==> src/rtl/stopwatch_pkg.sv <==
// Shared constants for the stopwatch input path: channel indices and
// debounce defaults used by the conditioner and its per-channel debouncers.
package stopwatch_pkg;

  localparam int CH_RST   = 0;
  localparam int CH_PAUSE = 1;
  localparam int CH_ADJ   = 2;
  localparam int CH_SEL   = 3;
  localparam int NUM_CH   = 4;

  localparam int DEFAULT_STABLE_COUNT = 4;

  typedef logic [NUM_CH-1:0] ch_vec_t;

endpackage

==> src/rtl/debounce_channel.sv <==
// One conditioned input: synchroniser chain, strobe-sampled debounce counter,
// stable level register and a registered rising-edge pulse.
module debounce_channel
  import stopwatch_pkg::*;
#(
  parameter int SYNC_STAGES  = 2,
  parameter int STABLE_COUNT = DEFAULT_STABLE_COUNT,
  parameter int CNT_W        = $clog2(STABLE_COUNT + 1)
) (
  input  logic clk,
  input  logic rst,
  input  logic sample_en,
  input  logic raw,
  output logic level,
  output logic pulse
);

  logic [SYNC_STAGES-1:0] sync;
  logic                   sync_q;
  logic [CNT_W-1:0]       cnt;
  logic [CNT_W-1:0]       cnt_inc;
  logic                   level_d;

  assign sync_q  = sync[SYNC_STAGES-1];
  assign cnt_inc = cnt + CNT_W'(1);

  // NOTE: all state uses non-blocking assignments so every flop samples
  // pre-edge values; blocking here would collapse the synchroniser chain.
  always_ff @(posedge clk) begin
    if (rst) begin
      sync    <= '0;
      cnt     <= '0;
      level   <= 1'b0;
      level_d <= 1'b0;
      pulse   <= 1'b0;
    end else begin
      sync    <= {sync[SYNC_STAGES-2:0], raw};
      level_d <= level;
      pulse   <= level & ~level_d;
      if (sample_en) begin
        if (sync_q == level) begin
          cnt <= '0;
        end else if (cnt_inc == CNT_W'(STABLE_COUNT)) begin
          level <= sync_q;
          cnt   <= '0;
        end else begin
          cnt <= cnt_inc;
        end
      end
    end
  end

endmodule

==> src/rtl/input_conditioner.sv <==
// Conditions the four stopwatch pins and keeps the run/pause state that
// toggles on each debounced pause press; reset press forces pause.
module input_conditioner
  import stopwatch_pkg::*;
#(
  parameter int SYNC_STAGES  = 2,
  parameter int STABLE_COUNT = DEFAULT_STABLE_COUNT,
  parameter int CNT_W        = $clog2(STABLE_COUNT + 1)
) (
  input  logic clk,
  input  logic rst,
  input  logic sample_en,
  input  logic btn_rst_raw,
  input  logic btn_pause_raw,
  input  logic sw_adj_raw,
  input  logic sw_sel_raw,
  output logic rst_pulse,
  output logic pause_pulse,
  output logic running,
  output logic adj_level,
  output logic sel_level
);

  ch_vec_t raw;
  ch_vec_t stable;
  ch_vec_t pulse;
  logic    unused_sw_pulses;

  assign raw[CH_RST]   = btn_rst_raw;
  assign raw[CH_PAUSE] = btn_pause_raw;
  assign raw[CH_ADJ]   = sw_adj_raw;
  assign raw[CH_SEL]   = sw_sel_raw;

  for (genvar i = 0; i < NUM_CH; i++) begin : g_ch
    debounce_channel #(
      .SYNC_STAGES (SYNC_STAGES),
      .STABLE_COUNT(STABLE_COUNT),
      .CNT_W       (CNT_W)
    ) u_ch (
      .clk      (clk),
      .rst      (rst),
      .sample_en(sample_en),
      .raw      (raw[i]),
      .level    (stable[i]),
      .pulse    (pulse[i])
    );
  end

  // Switches are consumed as levels only; their edge pulses have no sink.
  assign unused_sw_pulses = pulse[CH_ADJ] ^ pulse[CH_SEL];

  always_ff @(posedge clk) begin
    if (rst || pulse[CH_RST]) begin
      running <= 1'b0;
    end else if (pulse[CH_PAUSE]) begin
      running <= ~running;
    end
  end

  assign rst_pulse   = pulse[CH_RST];
  assign pause_pulse = pulse[CH_PAUSE];
  assign adj_level   = stable[CH_ADJ];
  assign sel_level   = stable[CH_SEL];

endmodule

==> config.mk <==
export PLATFORM = sky130hd
export DESIGN_NAME = input_conditioner
export DESIGN_NICKNAME = d
export VERILOG_FILES = /design/src/rtl/stopwatch_pkg.sv /design/src/rtl/debounce_channel.sv /design/src/rtl/input_conditioner.sv
export SDC_FILE = /design/constraint.sdc
export NUM_CORES = 1
export LEC_CHECK = 0
export CORE_MARGIN = 2
export CORE_UTILIZATION = 60
export DETAILED_ROUTE_END_ITERATION = 12
export GPL_ROUTABILITY_DRIVEN = 0
export HOLD_SLACK_MARGIN = 0.06
export PLACE_DENSITY = 0.91
export SKIP_LAST_GASP = 1
export SLEW_MARGIN = 20
export SYNTH_ARGS = -nofsm -noshare
export SYNTH_HDL_FRONTEND = slang
export SYNTH_HIERARCHICAL = 1
export SYNTH_SLANG_ARGS = --single-unit
export TNS_END_PERCENT = 10
==> constraint.sdc <==
create_clock -name clk -period 3.5 [get_ports clk]
set_clock_uncertainty 0.05 [all_clocks]
set_input_delay 0.525 -clock clk [delete_from_list [all_inputs] [get_ports clk]]
set_output_delay 0.525 -clock clk [all_outputs]
set_load 0.02 [all_outputs]
==> results.txt, run 1 <==
----------------------------------------------------
[Outcome]
  Run status ... complete, no violations

[STA]
  Final clock period utilization by the worst path ... 54.1%
  Peak Freq ... 528 MHz
  Final-report hold violation count ... 0
  Max-slew headroom ... 47.0%
  Aggregate negative setup slack ... 0 ns
  Worst slew pin tran ... 0.792 ns
  # setup viols final ... 0
  Clock period minus worst slack ... 1.89 ns
  Setup repair after global routing missed its margin ... no
  Slew Viols, Final ... 0

[Clock tree]
  Level count of the clock H-tree ... 2
  Post-CTS resize count ... 0
  Clock root buffer ... clkbuf_4
  CTS buffer count ... 5
  Post-CTS Hold Buffers ... 0
  Clock latency on the worst-skew pair ... 0.32 ns
  CTS max path bufs ... 2
  CTS clk-pin slew, worst paths ... 0.08 ns
  Clock tree from TritonCTS ... yes
  Clock sink count ... 29
  Postcts setup bufs ... 0

[Worst setup path]
  Sort of element at the start of the critical path ... primary input
  Critical Path Fanout Max ... 28
  CP max-delay cell ... clkdlybuf4s50_1
  Number of buffer and inverter stages on the critical path ... 1
  Endpoint arrival time on the critical path ... 2.03 ns
  Critical path class ... in2reg
  Ordered cell list for the critical path ... clkdlybuf4s50_1 > and3b_1 > o211ai_1 > a21oi_1
  Crit path required time ... 3.63 ns
  Cell type group with the largest total delay on the critical path ... buffers and inverters
  Worst stage delay on the critical path ... 0.82 ns
  Critical path endpoint category ... flop

[GRT]
  Global route total overflow ... 0
  Number of global-route vias before repair ... 935
  Number of antenna violations at the first check in global routing ... 0
  Maximum number of pins on one net before global-route repair ... 29
  Total GRT Usage ... 20.8%
  Global-route wire length before repair ... 3860 um

[Floorplan]
  Starting density of the core ... 64.3%
  Height of the chip ... 50.1 um
  Full die area ... 0.00251 mm2
  Core region area ... 0.00198 mm2
  I/O pin count ... 12
  Chip width ... 50.1 um
  Total number of placement rows ... 16

[Routing]
  WL final ... 2150 um
  DRC errors left ... 0
  Highest metal layer with signal wires ... met4
  Post-route ant nets ... 0
  Length of routed wiring on met1 ... 908 um
  Average detailed-routed wire length per instance ... 12.3 um
  Met2 wire length ... 1110 um
  DR WL met3 ... 95 um
  Ratio of routed vias to standard cells ... 5.29
  First-pass iteration count of the detailed router ... 4
  Routed vias ... 921
  Iteration-0 DRC count of the detailed router ... 6

[Run]
  Max-cap violations ... 0

[Synthesis]
  Syn nets ... 142
  Cell Area, Synth ... 0.00127 mm2
  Number of instances in the synthesized netlist ... 127
  Mean area per synthesized cell ... 10.0 um2
  Synthesis warning total ... 6

[Min path]
  Class of the most critical hold timing path ... reg2reg

[Cells and area]
  Final cell area excluding filler cells ... 0.00148 mm2
  Post-synthesis to final-layout area growth ... 15.7%
  Most common library cell in the layout ignoring fill and taps ... dfxtp_1
  Diode insertion count for antenna repair ... 0
  Most frequent cells in the layout ... dfxtp_1, nand2b_1, nor2b_1, clkdlybuf4s50_1
  Net total in the final layout ... 161
  Fraction of layout instances using a drive strength above 1 ... 7.48%

[Placed design]
  Placed Instance Area ... 0.00143 mm2
  Total of buffers placed on input and output ports ... 11
  Dpl hpwl ... 1540 um

[Pwr]
  Power per unit of standard cell area ... 377 mW/mm2
  Post-layout power ... 0.000556 W
  Leak pwr ... 0.660 nW
  Maximum ir drop on the vdd rail ... 309 uV

----------------------------------------------------
[layout make-up]
class | instances | area [um2]
Multi-Input combinational cell | 92 | 672
Clock buffer | 8 | 48.8
Sequential cell | 29 | 581
Inverter | 6 | 22.5
Timing Repair Buffer | 12 | 118
Tap cell | 27 | 33.8
Fill cell | 149 | 507
[flip-flops by register name, indices dropped and copies added (netlist names)]
name / flops
g_ch.u_ch/sync: 8
g_ch.u_ch/pulse: 2
running: 1
g_ch.u_ch/level_d: 2
g_ch.u_ch/cnt: 12
g_ch.u_ch/level: 4
[final timing paths]
check / from / to / slack [ns] / cells after the start
min reg2reg: g_ch[0].u_ch/level_d / g_ch[0].u_ch/pulse / 0.34 / 1
max reg2reg: g_ch[0].u_ch/cnt[0] / g_ch[0].u_ch/cnt[0] / 2.20 / 4
max: sample_en / g_ch[1].u_ch/cnt[2] / 1.61 / 4
min: g_ch[0].u_ch/level_d / g_ch[0].u_ch/pulse / 0.34 / 1
[layer usage]
| layer | global-route usage [%] | up-vias |
|---|---|---|
| li1 | - | 469 |
| met3 | 9.09 | 5 |
| met4 | 8.33 | 0 |
| met5 | 0 | - |
| met1 | 22.1 | 436 |
| met2 | 35.7 | 11 |
[worst register-to-register path, cell delays in order, from the launching register on]
cell     delay (ns)
dfxtp_1        0.38
ha_1           0.24
xor2_1         0.23
nand2_1        0.08
a31o_2         0.22
[power breakdown]
part / internal (W) / leakage, nW / switching (W) / total (W)
clock network: 0.0000799 / 0.0265 / 0.000110 / 0.000189
registers: 0.000335 / 0.235 / 0.00000304 / 0.000338
logic: 0.0000149 / 0.398 / 0.0000138 / 0.0000287
total: 0.000430 / 0.660 / 0.000126 / 0.000556
[metrics by stage]
step | worst slack (ns) | hold slack, ns | utilization (%) | std cells
4_1_cts | 1.59 | 0.343 | 74.4 | 174
3_3_place_gp | 1.38 | 0.321 | 72.0 | 166
5_1_grt | 1.46 | 0.355 | 74.4 | 174
2_1_floorplan | 2.35 | 0.318 | - | 127
3_5_place_dp | 1.28 | 0.330 | 72.0 | 166
6_report | 1.61 | 0.340 | 74.4 | 174
(Power assumes the default switching activity.)
==> run 2, diff against run 1 <==
CORE_UTILIZATION = 56   (was 60)
PLACE_DENSITY = 0.87   (was 0.91)
clock period = 1.9 ns   (was 3.5 ns; I/O delays follow)
==> run 2 against run 1 <==
  * Non-clock buffer count grew 3
  * Clock power grew 77%
  * Global-route usage shrank 2.1 points
  * Final cell count grew 2.3%
  * Sequential share of layout area shrank 0.69 points
  * Critical path depth shrank 3
  * Wire length shrank 7.3%
  * Via count shrank 0.43%
  * Worst setup slack lost 1.4 ns
  * Sequential power grew 84%
==> results.txt, run 2 (synthesized netlist as in run 1, its figures left out) <==
----------------------------------------------------
[Cells and area]
  Largest registers ... g_ch.u_ch/cnt (12), g_ch.u_ch/sync (8), g_ch.u_ch/level (4)
  Net total in the final layout ... 164
  Final core utilization ... 68.5%
  Most frequent cells in the layout ... dfxtp_1, nand2b_1, nor2b_1, clkdlybuf4s50_1
  Diode insertion count for antenna repair ... 0
  Largest register by flop count ... g_ch.u_ch/cnt
  Post-synthesis to final-layout area growth ... 17.8%
  Max FFs per register ... 12
  Fraction of layout instances using a drive strength above 1 ... 10.7%
  Most common library cell in the layout ignoring fill and taps ... dfxtp_1

[Clock tree]
  Post-CTS resize count ... 0
  Clock root buffer ... clkbuf_4
  CTS buffer count ... 5
  Postcts setup bufs ... 0
  Clock tree from TritonCTS ... yes
  CTS max path bufs ... 2
  CTS clk-pin slew, worst paths ... 0.09 ns
  Clock sink count ... 29
  Clock latency on the worst-skew pair ... 0.31 ns
  Level count of the clock H-tree ... 2
  Post-CTS Hold Buffers ... 0

[Placed design]
  Total of buffers placed on input and output ports ... 11
  Dpl hpwl ... 1440 um

[Pwr]
  Power per unit of standard cell area ... 675 mW/mm2
  Leak pwr ... 0.680 nW
  Maximum ir drop on the vdd rail ... 424 uV
  Post-layout power ... 0.00101 W

[Routing]
  Post-route ant nets ... 0
  WL final ... 1990 um
  DRC errors left ... 0
  Iteration-0 DRC count of the detailed router ... 11
  Routed vias ... 917
  Ratio of routed vias to standard cells ... 5.15
  Average detailed-routed wire length per instance ... 11.2 um
  First-pass iteration count of the detailed router ... 4

[Run]
  Max-cap violations ... 0

[STA]
  Clock period minus worst slack ... 1.66 ns
  Worst slew pin tran ... 0.294 ns
  Final-report hold violation count ... 0
  Slew Viols, Final ... 0
  Final clock period utilization by the worst path ... 87.4%
  Hold WS ... 0.335 ns
  # setup viols final ... 0
  Setup repair after global routing missed its margin ... no
  Peak Freq ... 602 MHz
  Aggregate negative setup slack ... 0 ns
  Max-slew headroom ... 80.3%

[Worst setup path]
  Critical Path Fanout Max ... 3
  Ordered cell list for the critical path ... clkdlybuf4s50_1
  Sort of element at the start of the critical path ... flop
  R2R depth ... 4
  Critical path endpoint category ... output pin
  CP max-delay cell ... clkdlybuf4s50_1
  Critical path class ... reg2out
  Endpoint arrival time on the critical path ... 1.33 ns
  Critical Path Stages ... 1
  Number of buffer and inverter stages on the critical path ... 1
  Cell type group with the largest total delay on the critical path ... buffers and inverters
  Crit path required time ... 1.56 ns
  Worst stage delay on the critical path ... 0.62 ns

[Min path]
  Hold Crit Depth ... 1
  Class of the most critical hold timing path ... reg2reg

[GRT]
  Maximum number of pins on one net before global-route repair ... 29
  Number of global-route vias before repair ... 893
  Global-route wire length before repair ... 3570 um
  Number of antenna violations at the first check in global routing ... 0
  Global route total overflow ... 0
  Total GRT Usage ... 18.7%

[Floorplan]
  Chip width ... 51.7 um
  Total number of placement rows ... 17
  I/O pin count ... 12
  Height of the chip ... 51.7 um
  Core region area ... 0.00219 mm2
  Starting density of the core ... 58.2%
  Full die area ... 0.00267 mm2

[Outcome]
  Run status ... complete, no violations

----------------------------------------------------
[run 2: cell types whose count changed in the layout (fill, tap and decap cells not counted), sizes merged]
cell	delta
buf	+3
clkbuf	-2
clkinv	+2
[run 2: through the flow]
step / setup slack (ns) / std cells / cell area [um2]
after floorplan: 0.749 / 127 / 1270
after global placement: 0.393 / 170 / 1450
after detailed placement: 0.330 / 170 / 1450
after CTS: 0.219 / 178 / 1500
after global routing: 0.178 / 178 / 1500
final: 0.240 / 178 / 1500
[run 2: per-layer routing]
metal | global-route usage, % | part of all wire [%]
met1 | 20.1 | 42
met2 | 31.6 | 54
met3 | 7.76 | 3.4
met4 | 9.21 | 0.70
met5 | 0 | 0
[run 2: power breakdown]
group | internal (W) | switching [W]
logic | 0.0000312 | 0.0000255
registers | 0.000617 | 0.00000540
clock network | 0.000141 | 0.000193
[run 2: path summary, 6_finish.rpt]
| check | from | to | slack (ns) |
|---|---|---|---|
| max | g_ch[2].u_ch/level | adj_level | 0.24 |
| min | g_ch[1].u_ch/level_d | g_ch[1].u_ch/pulse | 0.33 |
| max reg2reg | g_ch[3].u_ch/cnt[0] | g_ch[3].u_ch/cnt[0] | 0.62 |
| min reg2reg | g_ch[1].u_ch/level_d | g_ch[1].u_ch/pulse | 0.33 |
[run 2: area by class of cell]
type / instances / area [um2]
fill: 173 / 689
multi-input combinational: 92 / 672
sequential: 29 / 581
timing repair buffer: 15 / 140
clock buffer: 6 / 41.3
tap: 28 / 35.0
inverter: 6 / 22.5
clock inverter: 2 / 10.0
==> run 3, diff against run 2 <==
CORE_MARGIN = default   (was 2)
GPL_ROUTABILITY_DRIVEN = default   (was 0)
==> run 3 against run 2 <==
  * Register-to-register slack hardly changed
  * Flip-flop and latch count stayed put
  * Count of clock-buffer cells in the layout is 1 higher
  * Wire length is 6.1% higher
  * Sequential power hardly changed
  * Die area is 7.6% lower
  * Non-clock buffer count is 1 lower
  * Core utilization is 5.5 points higher
  * Global-route usage is 1.9 points higher
  * Design area is 0.67% higher
  * Sequential share of layout area is 0.26 points lower
  * Highest routed layer unchanged
==> results.txt, run 3 (synthesized netlist as in run 1, its figures left out) <==
----------------------------------------------------
[Cells and area]
  Largest registers ... g_ch.u_ch/cnt (12), g_ch.u_ch/sync (8), g_ch.u_ch/level (4)
  Area of the multi-input gates ... 672 um2
  Most frequent cells in the layout ... dfxtp_1, nand2b_1, nor2b_1, clkdlybuf4s50_1
  Reg area ... 581 um2
  Diode insertion count for antenna repair ... 0
  Fraction of layout instances using a drive strength above 1 ... 10.7%
  Largest register by flop count ... g_ch.u_ch/cnt
  Most common library cell in the layout ignoring fill and taps ... dfxtp_1
  Max FFs per register ... 12
  Post-synthesis to final-layout area growth ... 18.5%
  Number of fillers in the final layout ... 157
  Net total in the final layout ... 163
  Final core utilization ... 74.0%

[Clock tree]
  Clock root buffer ... clkbuf_4
  Postcts setup bufs ... 0
  Clock latency on the worst-skew pair ... 0.33 ns
  Post-CTS resize count ... 0
  Clock sink count ... 29
  Level count of the clock H-tree ... 2
  Post-CTS Hold Buffers ... 0
  Clock tree from TritonCTS ... yes
  CTS buffer count ... 5
  CTS clk-pin slew, worst paths ... 0.10 ns
  CTS max path bufs ... 2

[STA]
  Aggregate negative setup slack ... 0 ns
  Peak Freq ... 601 MHz
  Setup repair after global routing missed its margin ... no
  Clock period minus worst slack ... 1.66 ns
  Final clock period utilization by the worst path ... 87.6%
  Slew Viols, Final ... 0
  Final-report hold violation count ... 0
  Worst slew pin tran ... 0.306 ns
  # setup viols final ... 0
  Hold WS ... 0.342 ns
  Slack of the critical path ... 0.236 ns
  Max-slew headroom ... 79.5%

[Routing]
  Met2 wire length ... 1010 um
  WL final ... 2110 um
  Average detailed-routed wire length per instance ... 12.0 um
  First-pass iteration count of the detailed router ... 3
  Iteration-0 DRC count of the detailed router ... 1
  Ratio of routed vias to standard cells ... 5.14
  DR WL met3 ... 93 um
  Length of routed wiring on met1 ... 958 um
  Highest metal layer with signal wires ... met4
  DRC errors left ... 0
  Routed vias ... 905
  Post-route ant nets ... 0

[GRT]
  Global-route wire length before repair ... 3720 um
  Global route total overflow ... 0
  Number of antenna violations at the first check in global routing ... 0
  Total GRT Usage ... 20.6%
  Number of global-route vias before repair ... 907
  Maximum number of pins on one net before global-route repair ... 29

[Min path]
  Class of the most critical hold timing path ... reg2reg
  Hold Crit Depth ... 1
  Start point of the worst min-delay path ... g_ch[0].u_ch/level_d
  Sink of the worst hold path ... g_ch[0].u_ch/pulse

[Placed design]
  Dpl hpwl ... 1530 um
  Pre-CTS setup slack ... 0.342 ns
  Total of buffers placed on input and output ports ... 11
  Weighted congestion reported at the end of routability-driven placement ... 0.717

[Pwr]
  Comb pwr share ... 5.0%
  Switching pwr ... 0.000240 W
  Sequential Power Share ... 56.5%
  Power per unit of standard cell area ... 729 mW/mm2
  Leak pwr ... 0.684 nW
  Maximum ir drop on the vdd rail ... 529 uV
  Internal cell power ... 0.000862 W
  Switch share ... 21.8%
  Part of the power in the clock network ... 38.4%

[Floorplan]
  Starting density of the core ... 62.4%
  Height of the chip ... 49.7 um
  Core region area ... 0.00204 mm2
  I/O pin count ... 12
  Chip width ... 49.7 um
  Full die area ... 0.00247 mm2
  Total number of placement rows ... 16

[Worst setup path]
  R2R depth ... 4
  Crit path required time ... 1.56 ns
  Critical path endpoint category ... output pin
  R2R Path Start ... g_ch[2].u_ch/cnt[0]
  CP max-delay cell ... clkdlybuf4s50_1
  End of the worst register-to-register path ... g_ch[2].u_ch/cnt[0]
  Number of buffer and inverter stages on the critical path ... 1
  Worst stage delay on the critical path ... 0.62 ns
  FF-to-FF setup slack ... 0.61 ns
  Critical Path Fanout Max ... 3
  Sort of element at the start of the critical path ... flop
  Cell type group with the largest total delay on the critical path ... buffers and inverters
  Critical path class ... reg2out
  Ordered cell list for the critical path ... clkdlybuf4s50_1
  Critical Path Stages ... 1
  Endpoint arrival time on the critical path ... 1.33 ns

[Outcome]
  Run status ... complete, no violations

[Run]
  Max-cap violations ... 0

----------------------------------------------------
[run 3: changes by cell type in the layout (fill, tap and decap cells not counted), sizes merged]
| cell | before | now |
|---|---|---|
| buf | 4 | 3 |
| clkinv | 2 | 1 |
| clkbuf | 6 | 7 |
[run 3: power by group through the flow]
stage	Clock, W	Combinational [W]	Sequential, W
6_report	0.000423	0.0000553	0.000623
2_1_floorplan	0	0.0000208	0.000636
4_1_cts	0.000439	0.0000556	0.000623
3_5_place_dp	0	0.0000553	0.000637
3_3_place_gp	0	0.0000531	0.000637
5_1_grt	0.000461	0.0000613	0.000625
[run 3: layout make-up]
type,instances,share of cell area [%]
timing repair buffer,14,8.77
sequential,29,38.4
tap,27,2.24
clock buffer,7,4.30
multi-input combinational,92,44.5
inverter,6,1.49
clock inverter,1,0.331
[run 3: metrics by stage]
stage | instances | power [W] | cell area [um2]
final | 176 | 0.00110 | 1510
after global placement | 168 | 0.000690 | 1440
after detailed placement | 168 | 0.000693 | 1440
after floorplan | 127 | 0.000657 | 1270
after CTS | 176 | 0.00112 | 1510
after global routing | 176 | 0.00115 | 1510
[run 3: routing by layer]
metal	vias to the layer above	GRT usage (%)
li1	472	-
met1	412	21.7
met2	14	34.7
met3	7	9.26
met4	0	10.0
met5	-	0
[run 3: how the worst max path moves through the flow]
stage	startpoint	endpoint	slack, ns
2_1_floorplan	g_ch[0].u_ch/cnt[0]	g_ch[0].u_ch/cnt[0]	0.75
6_report	g_ch[3].u_ch/level	sel_level	0.24
4_1_cts	g_ch[3].u_ch/level	sel_level	0.21
5_1_grt	g_ch[3].u_ch/level	sel_level	0.18
3_3_place_gp	sample_en	g_ch[2].u_ch/cnt[2]	0.40
3_5_place_dp	sample_en	g_ch[0].u_ch/cnt[2]	0.34
[run 3: worst register-to-register path: cells and delay by family (launching register included)]
kind	cells	cell delay, ns
flip-flops	1	0.40
adder cells (fa/ha/maj)	1	0.24
AO/OA/AOI/OAI	1	0.23
XOR/XNOR	1	0.20
AND/OR/NAND/NOR	1	0.09
